--- config.mk ---
export PLATFORM = sky130hd
export DESIGN_NAME = irq_encoder16
export DESIGN_NICKNAME = d
export VERILOG_FILES = /design/src/rtl/cpu_irq_pkg.sv /design/src/rtl/irq_prio_find.sv /design/src/rtl/irq_encoder16.sv
export SDC_FILE = /design/constraint.sdc
export NUM_CORES = 1
export LEC_CHECK = 0
export CORE_ASPECT_RATIO = 1.25
export CORE_MARGIN = 2
export CORE_UTILIZATION = 47
export CTS_CLUSTER_DIAMETER = 120
export DETAILED_ROUTE_END_ITERATION = 7
export PLACE_DENSITY = 0.94
export SLEW_MARGIN = 20
export SYNTH_ARGS = -nofsm -noshare
export SYNTH_HDL_FRONTEND = slang
export SYNTH_SLANG_ARGS = --single-unit
--- constraint.sdc ---
create_clock -name clk -period 2 [get_ports clk]
set_input_delay 0.3 -clock clk [delete_from_list [all_inputs] [get_ports clk]]
set_output_delay 0.3 -clock clk [all_outputs]
set_load 0.1 [all_outputs]
--- src/rtl/cpu_irq_pkg.sv ---
// Shared constants and FSM state encoding for the CPU interrupt encode path.
package cpu_irq_pkg;

    localparam int NUM_IRQ = 16;
    localparam int IDX_W   = 4;

    typedef enum logic {
        IRQ_IDLE    = 1'b0,
        IRQ_PRESENT = 1'b1
    } irq_state_e;

endpackage

--- src/rtl/irq_prio_find.sv ---
// Combinational rotating priority search: lowest set bit of vec counting up from base, wrapping.
module irq_prio_find
    import cpu_irq_pkg::*;
(
    input  logic [NUM_IRQ-1:0] vec,
    input  logic [IDX_W-1:0]   base,
    output logic [IDX_W-1:0]   index,
    output logic               found
);

    logic [NUM_IRQ-1:0] rotated;
    logic [IDX_W-1:0]   offset;

    always_comb begin
        // Rotate right so that bit 'base' lands at position 0.
        rotated = NUM_IRQ'({vec, vec} >> base);
        offset  = '0;
        found   = 1'b0;
        for (int i = NUM_IRQ - 1; i >= 0; i--) begin
            if (rotated[i]) begin
                offset = IDX_W'(i);
                found  = 1'b1;
            end
        end
        index = offset + base;
    end

endmodule

--- src/rtl/irq_encoder16.sv ---
// Registered 16-to-4 interrupt priority encoder with valid/ack handshake.
// Optional IRQ_ENCODER16_ROUND_ROBIN_EN rotates priority past the last acknowledged index.
module irq_encoder16
    import cpu_irq_pkg::*;
#(
    parameter int LEVEL_MODE = 0
) (
    input  logic                clk,
    input  logic                rst_n,
    input  logic [NUM_IRQ-1:0]  req,
    input  logic [NUM_IRQ-1:0]  mask,
    input  logic                irq_ack,
    output logic                irq_valid,
    output logic [IDX_W-1:0]    irq_index,
    output logic [NUM_IRQ-1:0]  pending
);

    // Handshake: irq_valid/irq_index stay stable until irq_ack is seen high on a rising edge
    // while irq_valid=1; that edge is the transfer. irq_ack with irq_valid=0 is ignored.

    irq_state_e          state, next_state;
    logic [IDX_W-1:0]    next_index;
    logic [NUM_IRQ-1:0]  req_q;
    logic [NUM_IRQ-1:0]  set_vec;
    logic [NUM_IRQ-1:0]  clr_vec;
    logic [NUM_IRQ-1:0]  eligible;
    logic [IDX_W-1:0]    base;
    logic [IDX_W-1:0]    win_idx;
    logic                win_found;
    logic                ack_fire;

    assign irq_valid = (state == IRQ_PRESENT);
    assign ack_fire  = irq_valid && irq_ack;
    assign set_vec   = (LEVEL_MODE != 0) ? req : (req & ~req_q);
    assign eligible  = pending & mask;

    always_comb begin
        clr_vec = '0;
        if (ack_fire) begin
            clr_vec[irq_index] = 1'b1;
        end
    end

`ifdef IRQ_ENCODER16_ROUND_ROBIN_EN
    logic [IDX_W-1:0] last_idx;

    always_ff @(posedge clk or negedge rst_n) begin
        if (!rst_n) begin
            last_idx <= 4'hF;
        end else if (ack_fire) begin
            last_idx <= irq_index;
        end
    end

    assign base = last_idx + 4'd1;
`else
    assign base = '0;
`endif

    irq_prio_find u_prio_find (
        .vec   (eligible),
        .base  (base),
        .index (win_idx),
        .found (win_found)
    );

    // Set is ORed in after the clear so a same-cycle re-request survives the ack.
    always_ff @(posedge clk or negedge rst_n) begin
        if (!rst_n) begin
            req_q     <= '0;
            pending   <= '0;
            state     <= IRQ_IDLE;
            irq_index <= '0;
        end else begin
            req_q     <= req;
            pending   <= (pending & ~clr_vec) | set_vec;
            state     <= next_state;
            irq_index <= next_index;
        end
    end

    always_comb begin
        next_state = state;
        next_index = irq_index;
        case (state)
            IRQ_IDLE: begin
                if (win_found) begin
                    next_state = IRQ_PRESENT;
                    next_index = win_idx;
                end
            end
            IRQ_PRESENT: begin
                if (irq_ack) begin
                    next_state = IRQ_IDLE;
                end
            end
            default: next_state = IRQ_IDLE;
        endcase
    end

endmodule

==> results of run 1 <==
power by group through the flow:
stage | registers [mW] | clock network [mW] | logic (mW)
final | 1.06 | 0.636 | 1.59
after detailed placement | 1.06 | 0 | 1.59
after global routing | 1.08 | 0.673 | 1.67
after floorplan | 1.90 | 0 | 0.323
after CTS | 1.05 | 0.641 | 1.59
after global placement | 1.05 | 0 | 1.56
metal layers:
metal	global-route usage, %	up-vias	share of wire (%)
met2	37.6	52	55
li1	-	640	-
met5	0	-	0
met1	27.0	648	38
met3	5.53	4	6.4
met4	8.84	0	1.2
worst max-delay path, delay by kind of cell:
| kind | cells | cell delay (ns) |
|---|---|---|
| buf+inv | 1 | 0.54 |
| compound gates | 2 | 0.31 |
| simple gates | 2 | 0.46 |
per-stage QoR:
| stage | total power [mW] | util (%) | cells | area [µm²] | worst slack [ns] |
|---|---|---|---|---|---|
| final | 3.29 | 69.1 | 247 | 2190 | 0.550 |
| after global routing | 3.42 | 69.1 | 247 | 2190 | 0.434 |
| after detailed placement | 2.65 | 65.6 | 239 | 2080 | 0.250 |
| after CTS | 3.29 | 69.1 | 247 | 2190 | 0.548 |
| after global placement | 2.62 | 65.6 | 239 | 2080 | 0.287 |
| after floorplan | 2.23 | - | 147 | 1530 | 0.0144 |
state kept, by name, indices dropped and copies added (netlist names):
register,cells
irq_index,4
irq_valid,1
pending,16
req_q,16
path summary, 6_finish.rpt:
check	to	start	slack, ns
setup / recovery	pending[2]	irq_ack	0.55
hold / removal	req_q[15]	rst_n	0.42
setup reg to reg	pending[2]	irq_valid	0.57
hold reg to reg	pending[12]	req_q[12]	0.42
max in group asynchronous	pending[1]	rst_n	1.26
min in group clk	pending[12]	req_q[12]	0.42
cell usage after synthesis:
cell	n	area share, %
sky130_fd_sc_hd__o21ai_0	37	12
sky130_fd_sc_hd__a21oi_1	2	0.65
sky130_fd_sc_hd__a22oi_1	3	1.5
sky130_fd_sc_hd__o2bb2a_1	1	0.65
sky130_fd_sc_hd__a32oi_1	1	0.57
sky130_fd_sc_hd__nor2b_4	1	0.90
sky130_fd_sc_hd__a22o_2	1	0.65
sky130_fd_sc_hd__nand2b_4	1	0.90
sky130_fd_sc_hd__buf_2	1	0.33
sky130_fd_sc_hd__and3_1	1	0.41
sky130_fd_sc_hd__nor2_1	5	1.2
sky130_fd_sc_hd__o31a_1	1	0.57
sky130_fd_sc_hd__a31oi_1	1	0.41
sky130_fd_sc_hd__a22o_1	3	1.7
sky130_fd_sc_hd__inv_1	18	4.4
sky130_fd_sc_hd__a311oi_1	1	0.57
sky130_fd_sc_hd__nand4_1	1	0.41
sky130_fd_sc_hd__o22a_1	1	0.57
sky130_fd_sc_hd__o211ai_1	1	0.49
sky130_fd_sc_hd__dfrtp_1	37	61
sky130_fd_sc_hd__nand3_1	2	0.65
sky130_fd_sc_hd__a21boi_0	1	0.49
sky130_fd_sc_hd__mux2i_1	1	0.65
sky130_fd_sc_hd__nand2_1	18	4.4
sky130_fd_sc_hd__and2_1	1	0.41
sky130_fd_sc_hd__a22oi_4	1	1.4
sky130_fd_sc_hd__or2_2	1	0.41
sky130_fd_sc_hd__nand4b_1	1	0.57
sky130_fd_sc_hd__or3_1	1	0.41
sky130_fd_sc_hd__a31o_2	1	0.57
sky130_fd_sc_hd__nand2b_1	1	0.41
cell families (layout without fill, tap and decap cells):
logic type	count (synthesis)	count (layout)	share of synthesized area (%)
compound gates	56	56	22.9
flops	37	37	60.6
simple gates	34	34	11.1
buf+inv	19	82	4.75
mux	1	1	0.655
cell type report:
| type | count | area share [%] |
|---|---|---|
| Multi-Input combinational cell | 91 | 24.3 |
| Sequential cell | 37 | 42.3 |
| Inverter | 18 | 3.09 |
| Tap cell | 37 | 2.12 |
| Timing Repair Buffer | 56 | 23.1 |
| Clock inverter | 2 | 1.77 |
| Clock buffer | 6 | 3.32 |
==> metrics.txt, run 1 <==
# TYPE chip_impl_metric gauge
chip_impl_metric{name="fp.coreArea",unit="mm²"} 0.00317
chip_impl_metric{name="highest_fanout_seen_on_the_critical_path",unit=""} 4
chip_impl_metric{name="yosys_register_bits",unit=""} 37
chip_impl_metric{name="detail_route.wl_per_cell",unit="µm"} 15.2
chip_impl_metric{name="min_period_over_period",unit="%"} 72.5
chip_impl_info{name="outcome",value="completed"} 1
chip_impl_metric{name="setup_tns",unit="ns"} 0
chip_impl_metric{name="critical_path_required",unit="ns"} 2.16
chip_impl_metric{name="worst_path_largest_cell_delay",unit="ns"} 0.54
chip_impl_metric{name="seqPwrFrac",unit="%"} 32.2
chip_impl_metric{name="initial_core_util",unit="%"} 48.3
chip_impl_metric{name="design.die.area",unit="mm²"} 0.00373
chip_impl_metric{name="power_density",unit="mW/mm²"} 1500
chip_impl_metric{name="cts_resized",unit=""} 0
chip_impl_metric{name="power.combinational.fraction",unit="%"} 48.4
chip_impl_metric{name="synth-warning-count",unit=""} 0
chip_impl_metric{name="vias_in_the_first_global_route",unit=""} 1277
chip_impl_metric{name="register_area",unit="µm²"} 926
chip_impl_metric{name="antennaDiodeCount",unit=""} 0
chip_impl_info{name="setup.worst_path.start_class",value="input port"} 1
chip_impl_metric{name="synthesized_area",unit="mm²"} 0.00153
chip_impl_metric{name="ys_seq_area_share",unit="%"} 60.6
chip_impl_metric{name="relative_max_transition_margin",unit="%"} 70.0
chip_impl_info{name="rsz0062_at_grt",value="false"} 1
chip_impl_metric{name="route.vias.total",unit=""} 1344
chip_impl_metric{name="clk_pin_slew_worst_paths",unit="ns"} 0.08
chip_impl_metric{name="power_switching_share",unit="%"} 50.1
chip_impl_metric{name="timing.reg2reg.worst_path_depth",unit=""} 4
chip_impl_info{name="mostFrequentLayoutCells",value="sky130_fd_sc_hd__o21ai_0, sky130_fd_sc_hd__dfrtp_1, sky130_fd_sc_hd__clkdlybuf4s50_1"} 1
chip_impl_metric{name="num-nets-final",unit=""} 244
chip_impl_metric{name="hold-worst-slack",unit="ns"} 0.416
chip_impl_metric{name="internal_pwr_total",unit="mW"} 1.64
chip_impl_metric{name="wire_length_after_detailed_routing",unit="mm"} 3.75
chip_impl_metric{name="filler_cell_count",unit=""} 243
chip_impl_metric{name="antenna_violating_nets_post_route",unit=""} 0
chip_impl_info{name="critPathSlowestCell",value="sky130_fd_sc_hd__clkdlybuf4s50_1"} 1
chip_impl_metric{name="drc_errors",unit=""} 0
chip_impl_metric{name="first_pass_grt_wire_length",unit="mm"} 5.76
chip_impl_metric{name="grt_start_max_net_pins",unit=""} 38
chip_impl_metric{name="worst-slew-pin-transition",unit="ns"} 0.449
chip_impl_metric{name="fraction_of_layout_cells_with_a_size_suffix_above_1",unit="%"} 16.7
chip_impl_metric{name="fin_crit",unit="ns"} 1.45
chip_impl_metric{name="gp_congestion",unit=""} 0.866
chip_impl_metric{name="core.rowCount",unit=""} 23
chip_impl_metric{name="max-vdd-ir-drop",unit="V"} 0.00102
chip_impl_info{name="crit_path_cell_trace",value="clkdlybuf4s50_1, nand2_1, or3_1, o21ai_0, o21ai_0"} 1
chip_impl_metric{name="synth.net_count",unit=""} 182
chip_impl_metric{name="footprint_of_the_multi_input_gates",unit="µm²"} 531
chip_impl_metric{name="synthesis.area_per_instance",unit="µm²"} 10.4
chip_impl_metric{name="globalRouteOverflowTotal",unit=""} 0
chip_impl_metric{name="drtPass1Iterations",unit=""} 5
chip_impl_metric{name="cp_data_arrival_time",unit="ns"} 1.61
chip_impl_metric{name="total_leakage_power",unit="nW"} 0.963
chip_impl_metric{name="clock_skew",unit="ns"} 0.0120
chip_impl_metric{name="via_per_inst",unit=""} 5.44
chip_impl_metric{name="grt_util_all_layers",unit="%"} 22.4
chip_impl_info{name="clockRootBuffer",value="sky130_fd_sc_hd__clkbuf_8"} 1
chip_impl_metric{name="area_growth",unit="%"} 43.0
chip_impl_metric{name="power.share.clock",unit="%"} 19.4
chip_impl_metric{name="synth_cells",unit=""} 147
chip_impl_metric{name="die_width",unit="µm"} 55.0
chip_impl_metric{name="io_pins",unit=""} 56
chip_impl_metric{name="max_freq",unit="GHz"} 0.690
chip_impl_info{name="tritoncts_clock_tree",value="built"} 1
chip_impl_metric{name="cts_h_tree_depth",unit=""} 2
chip_impl_metric{name="final-setup-viol-count",unit=""} 0
chip_impl_metric{name="final_max_slew_viol_count",unit=""} 0
chip_impl_metric{name="hold_buffers",unit=""} 0
chip_impl_metric{name="detail_route.iter0.violations",unit=""} 62
chip_impl_metric{name="worst_skew_pair_later_pin_latency",unit="ns"} 0.29
chip_impl_metric{name="finalHoldViolations",unit=""} 0
chip_impl_metric{name="ctsLongestPathBuffers",unit=""} 2
chip_impl_metric{name="buffer_ports.inserted",unit=""} 55
chip_impl_metric{name="cts_sinks",unit=""} 37
chip_impl_info{name="min-delay-path-class",value="in -> async"} 1
chip_impl_metric{name="cts_buffers",unit=""} 5
chip_impl_metric{name="postCtsSetupBuffers",unit=""} 0
chip_impl_info{name="setup.worst_path.class",value="in -> reg"} 1
chip_impl_metric{name="die_h",unit="µm"} 67.8
chip_impl_metric{name="max-cap-violations",unit=""} 0
chip_impl_metric{name="hpwl",unit="mm"} 2.84
chip_impl_metric{name="switching_power",unit="mW"} 1.65
chip_impl_metric{name="grt_antenna_before_repair",unit=""} 0
chip_impl_info{name="critPathCaptureType",value="flop"} 1
chip_impl_info{name="worst_path_most_repeated_cell",value="sky130_fd_sc_hd__o21ai_0"} 1
chip_impl_metric{name="synth_cell_type_count",unit=""} 31
No activity file was read; power rests on OpenSTA's default activity.
==> inputs of run 2 (changes only) <==
CORE_UTILIZATION = 39   (was 47)
PLACE_DENSITY = 0.84   (was 0.94)
clock period = 1.3 ns   (was 2 ns; I/O delays follow)
==> metrics.txt, run 2 (synthesis results as in run 1) <==
# TYPE chip_impl_metric gauge
chip_impl_metric{name="cts_buffers",unit=""} 5
chip_impl_metric{name="grt_start_max_net_pins",unit=""} 38
chip_impl_metric{name="ctsLongestPathBuffers",unit=""} 2
chip_impl_metric{name="grt_util_all_layers",unit="%"} 22.6
chip_impl_metric{name="numPlacedInstances",unit=""} 279
chip_impl_metric{name="gp_congestion",unit=""} 0.852
chip_impl_info{name="violations",value="negative setup slack"} 1
chip_impl_info{name="setup.worst_path.class",value="reg -> reg"} 1
chip_impl_metric{name="vias_in_the_first_global_route",unit=""} 1618
chip_impl_metric{name="buffer_ports.inserted",unit=""} 55
chip_impl_metric{name="highest_fanout_seen_on_the_critical_path",unit=""} 3
chip_impl_metric{name="max_freq",unit="GHz"} 0.681
chip_impl_metric{name="clock_skew",unit="ns"} 0.00323
chip_impl_metric{name="core.rowCount",unit=""} 25
chip_impl_metric{name="route.vias.total",unit=""} 1461
chip_impl_metric{name="filler_cell_count",unit=""} 247
chip_impl_metric{name="design.die.area",unit="mm²"} 0.00444
chip_impl_metric{name="finalHoldViolations",unit=""} 0
chip_impl_metric{name="drtPass1Iterations",unit=""} 4
chip_impl_metric{name="hpwl",unit="mm"} 3.41
chip_impl_metric{name="detail_route.iter0.violations",unit=""} 70
chip_impl_metric{name="fp.coreArea",unit="mm²"} 0.00378
chip_impl_metric{name="max-vdd-ir-drop",unit="V"} 0.00121
chip_impl_metric{name="final-setup-viol-count",unit=""} 6
chip_impl_metric{name="max-cap-violations",unit=""} 0
chip_impl_metric{name="relative_max_transition_margin",unit="%"} 69.4
chip_impl_metric{name="detail_route.wl_per_cell",unit="µm"} 15.5
chip_impl_metric{name="die_width",unit="µm"} 60.0
chip_impl_info{name="setup.worst_path.start_class",value="flop"} 1
chip_impl_metric{name="antenna_violating_nets_post_route",unit=""} 0
chip_impl_metric{name="timing.reg2reg.worst_path_depth",unit=""} 5
chip_impl_info{name="hold_path_startpoint",value="req[10]"} 1
chip_impl_metric{name="antennaDiodeCount",unit=""} 0
chip_impl_metric{name="grt_antenna_before_repair",unit=""} 0
chip_impl_metric{name="clk_pin_slew_worst_paths",unit="ns"} 0.07
chip_impl_info{name="rsz0062_at_grt",value="true"} 1
chip_impl_metric{name="wire_length_after_detailed_routing",unit="mm"} 4.50
chip_impl_metric{name="final_max_slew_viol_count",unit=""} 0
chip_impl_info{name="critical_path.reg2reg.startpoint",value="pending[13]"} 1
chip_impl_metric{name="worst_skew_pair_later_pin_latency",unit="ns"} 0.29
chip_impl_metric{name="power.total",unit="mW"} 6.29
chip_impl_info{name="most_frequent_standard_cell_in_the_layout_excluding_fill_and_tap_cells",value="sky130_fd_sc_hd__clkdlybuf4s50_1"} 1
chip_impl_metric{name="io_pins",unit=""} 56
chip_impl_info{name="tritoncts_clock_tree",value="built"} 1
chip_impl_metric{name="initial_core_util",unit="%"} 40.4
chip_impl_info{name="clockRootBuffer",value="sky130_fd_sc_hd__clkbuf_8"} 1
chip_impl_metric{name="final_critical_path_setup_slack",unit="ns"} -0.168
chip_impl_info{name="min-delay-path-class",value="in -> reg"} 1
chip_impl_info{name="outcome",value="complete, but fails checks"} 1
chip_impl_metric{name="cp_data_arrival_time",unit="ns"} 1.68
chip_impl_metric{name="min_period_over_period",unit="%"} 113
chip_impl_info{name="mostFrequentLayoutCells",value="sky130_fd_sc_hd__clkdlybuf4s50_1, sky130_fd_sc_hd__o21ai_1, sky130_fd_sc_hd__buf_12"} 1
chip_impl_metric{name="worst-slew-pin-transition",unit="ns"} 0.459
chip_impl_info{name="timing.rr.end",value="irq_index[0]"} 1
chip_impl_metric{name="num-nets-final",unit=""} 270
chip_impl_metric{name="setup.reg_to_reg.worst_slack",unit="ns"} -0.17
chip_impl_info{name="min_delay_worst_endpoint",value="req_q[10]"} 1
chip_impl_metric{name="via_per_inst",unit=""} 5.04
chip_impl_metric{name="critical_path_required",unit="ns"} 1.51
chip_impl_metric{name="cts_sinks",unit=""} 37
chip_impl_info{name="reg_top3",value="pending: 16 flops, req_q: 16 flops, irq_index: 4 flops"} 1
chip_impl_info{name="critPathCaptureType",value="flop"} 1
chip_impl_metric{name="die_h",unit="µm"} 74.0
chip_impl_metric{name="fin_crit",unit="ns"} 1.47
chip_impl_metric{name="drc_errors",unit=""} 0
chip_impl_metric{name="final_cells",unit=""} 290
chip_impl_metric{name="total_leakage_power",unit="nW"} 1.21
chip_impl_metric{name="cts_h_tree_depth",unit=""} 2
chip_impl_metric{name="globalRouteOverflowTotal",unit=""} 0
chip_impl_metric{name="area_growth",unit="%"} 84.5
chip_impl_metric{name="fraction_of_layout_cells_with_a_size_suffix_above_1",unit="%"} 40.3
chip_impl_metric{name="first_pass_grt_wire_length",unit="mm"} 7.38
chip_impl_metric{name="power_density",unit="mW/mm²"} 2230
chip_impl_metric{name="hold_depth",unit=""} 1
-- run 2: changes by cell type in the layout (fill, tap and decap cells not counted), moves of 9 or more --
cell,change
sky130_fd_sc_hd__buf_12,+21
sky130_fd_sc_hd__buf_6,+9
sky130_fd_sc_hd__dfrtp_1,-21
sky130_fd_sc_hd__dfrtp_2,+9
sky130_fd_sc_hd__dfrtp_4,+12
sky130_fd_sc_hd__o21ai_0,-27
sky130_fd_sc_hd__o21ai_1,+27
-- run 2: cell type report --
class	count	area [µm²]	share of cell area, %
clock buffers	6	82.6	2.93
multi-input cells	91	588	20.9
well taps	54	67.6	2.40
clock inverters	2	37.5	1.33
flip-flops and latches	37	982	34.8
repair buffers	82	995	35.3
inverters	18	67.6	2.40
-- run 2: worst max-delay path by stage --
stage,start,end,slack [ns],depth (start not counted)
6_report,pending[13],irq_index[0],-0.17,5
5_1_grt,pending[13],irq_index[2],-0.21,4
4_1_cts,pending[13],irq_index[0],-0.13,5
3_5_place_dp,mask[9],irq_index[0],-0.34,6
2_1_floorplan,pending[13],irq_index[2],-0.26,4
3_3_place_gp,mask[13],irq_index[1],-0.29,6
-- run 2: critical path, stage by stage, from the launching register on --
cell and delay [ns]:
sky130_fd_sc_hd__dfrtp_4 0.49, sky130_fd_sc_hd__a22o_1 0.25, sky130_fd_sc_hd__nand2b_4 0.16, sky130_fd_sc_hd__nor2_4 0.11, sky130_fd_sc_hd__a31o_4 0.18, sky130_fd_sc_hd__mux2i_1 0.19
-- run 2: stage by stage --
stage | hold slack [ns] | setup TNS [ns] | utilization [%] | cell area (µm²) | setup WS [ns]
3_5_place_dp | 0.260 | -3.66 | 69.1 | 2610 | -0.338
3_3_place_gp | 0.257 | -2.74 | 69.1 | 2610 | -0.288
5_1_grt | 0.363 | -0.961 | 74.5 | 2820 | -0.208
6_report | 0.371 | -0.732 | 74.5 | 2820 | -0.168
2_1_floorplan | -0.101 | -1.89 | - | 1620 | -0.262
4_1_cts | 0.374 | -0.472 | 73.3 | 2770 | -0.131
-- run 2: routing by layer --
layer	GRT usage (%)	share of wire, %	up-vias
li1	-	-	686
met1	26.8	37	713
met2	38.3	55	48
met3	5.57	4.4	14
met4	10.4	2.8	0
met5	0	0	-
-- run 2: repair_timing --
action,CTS,global route
gates resized for setup,7,22
pin swaps,5,4
setup endpoints to repair,5,21
setup buffers,1,2
endpoints found under the hold margin,37,0
hold buffers,1,0
-- run 2: power breakdown --
group          internal [mW]  total (mW)  switching, mW  leakage, nW
Sequential              1.45        1.69          0.235        0.385
Clock                  0.623        1.04          0.413       0.0574
Combinational           1.41        3.57           2.16        0.771
Total                   3.48        6.29           2.81         1.21
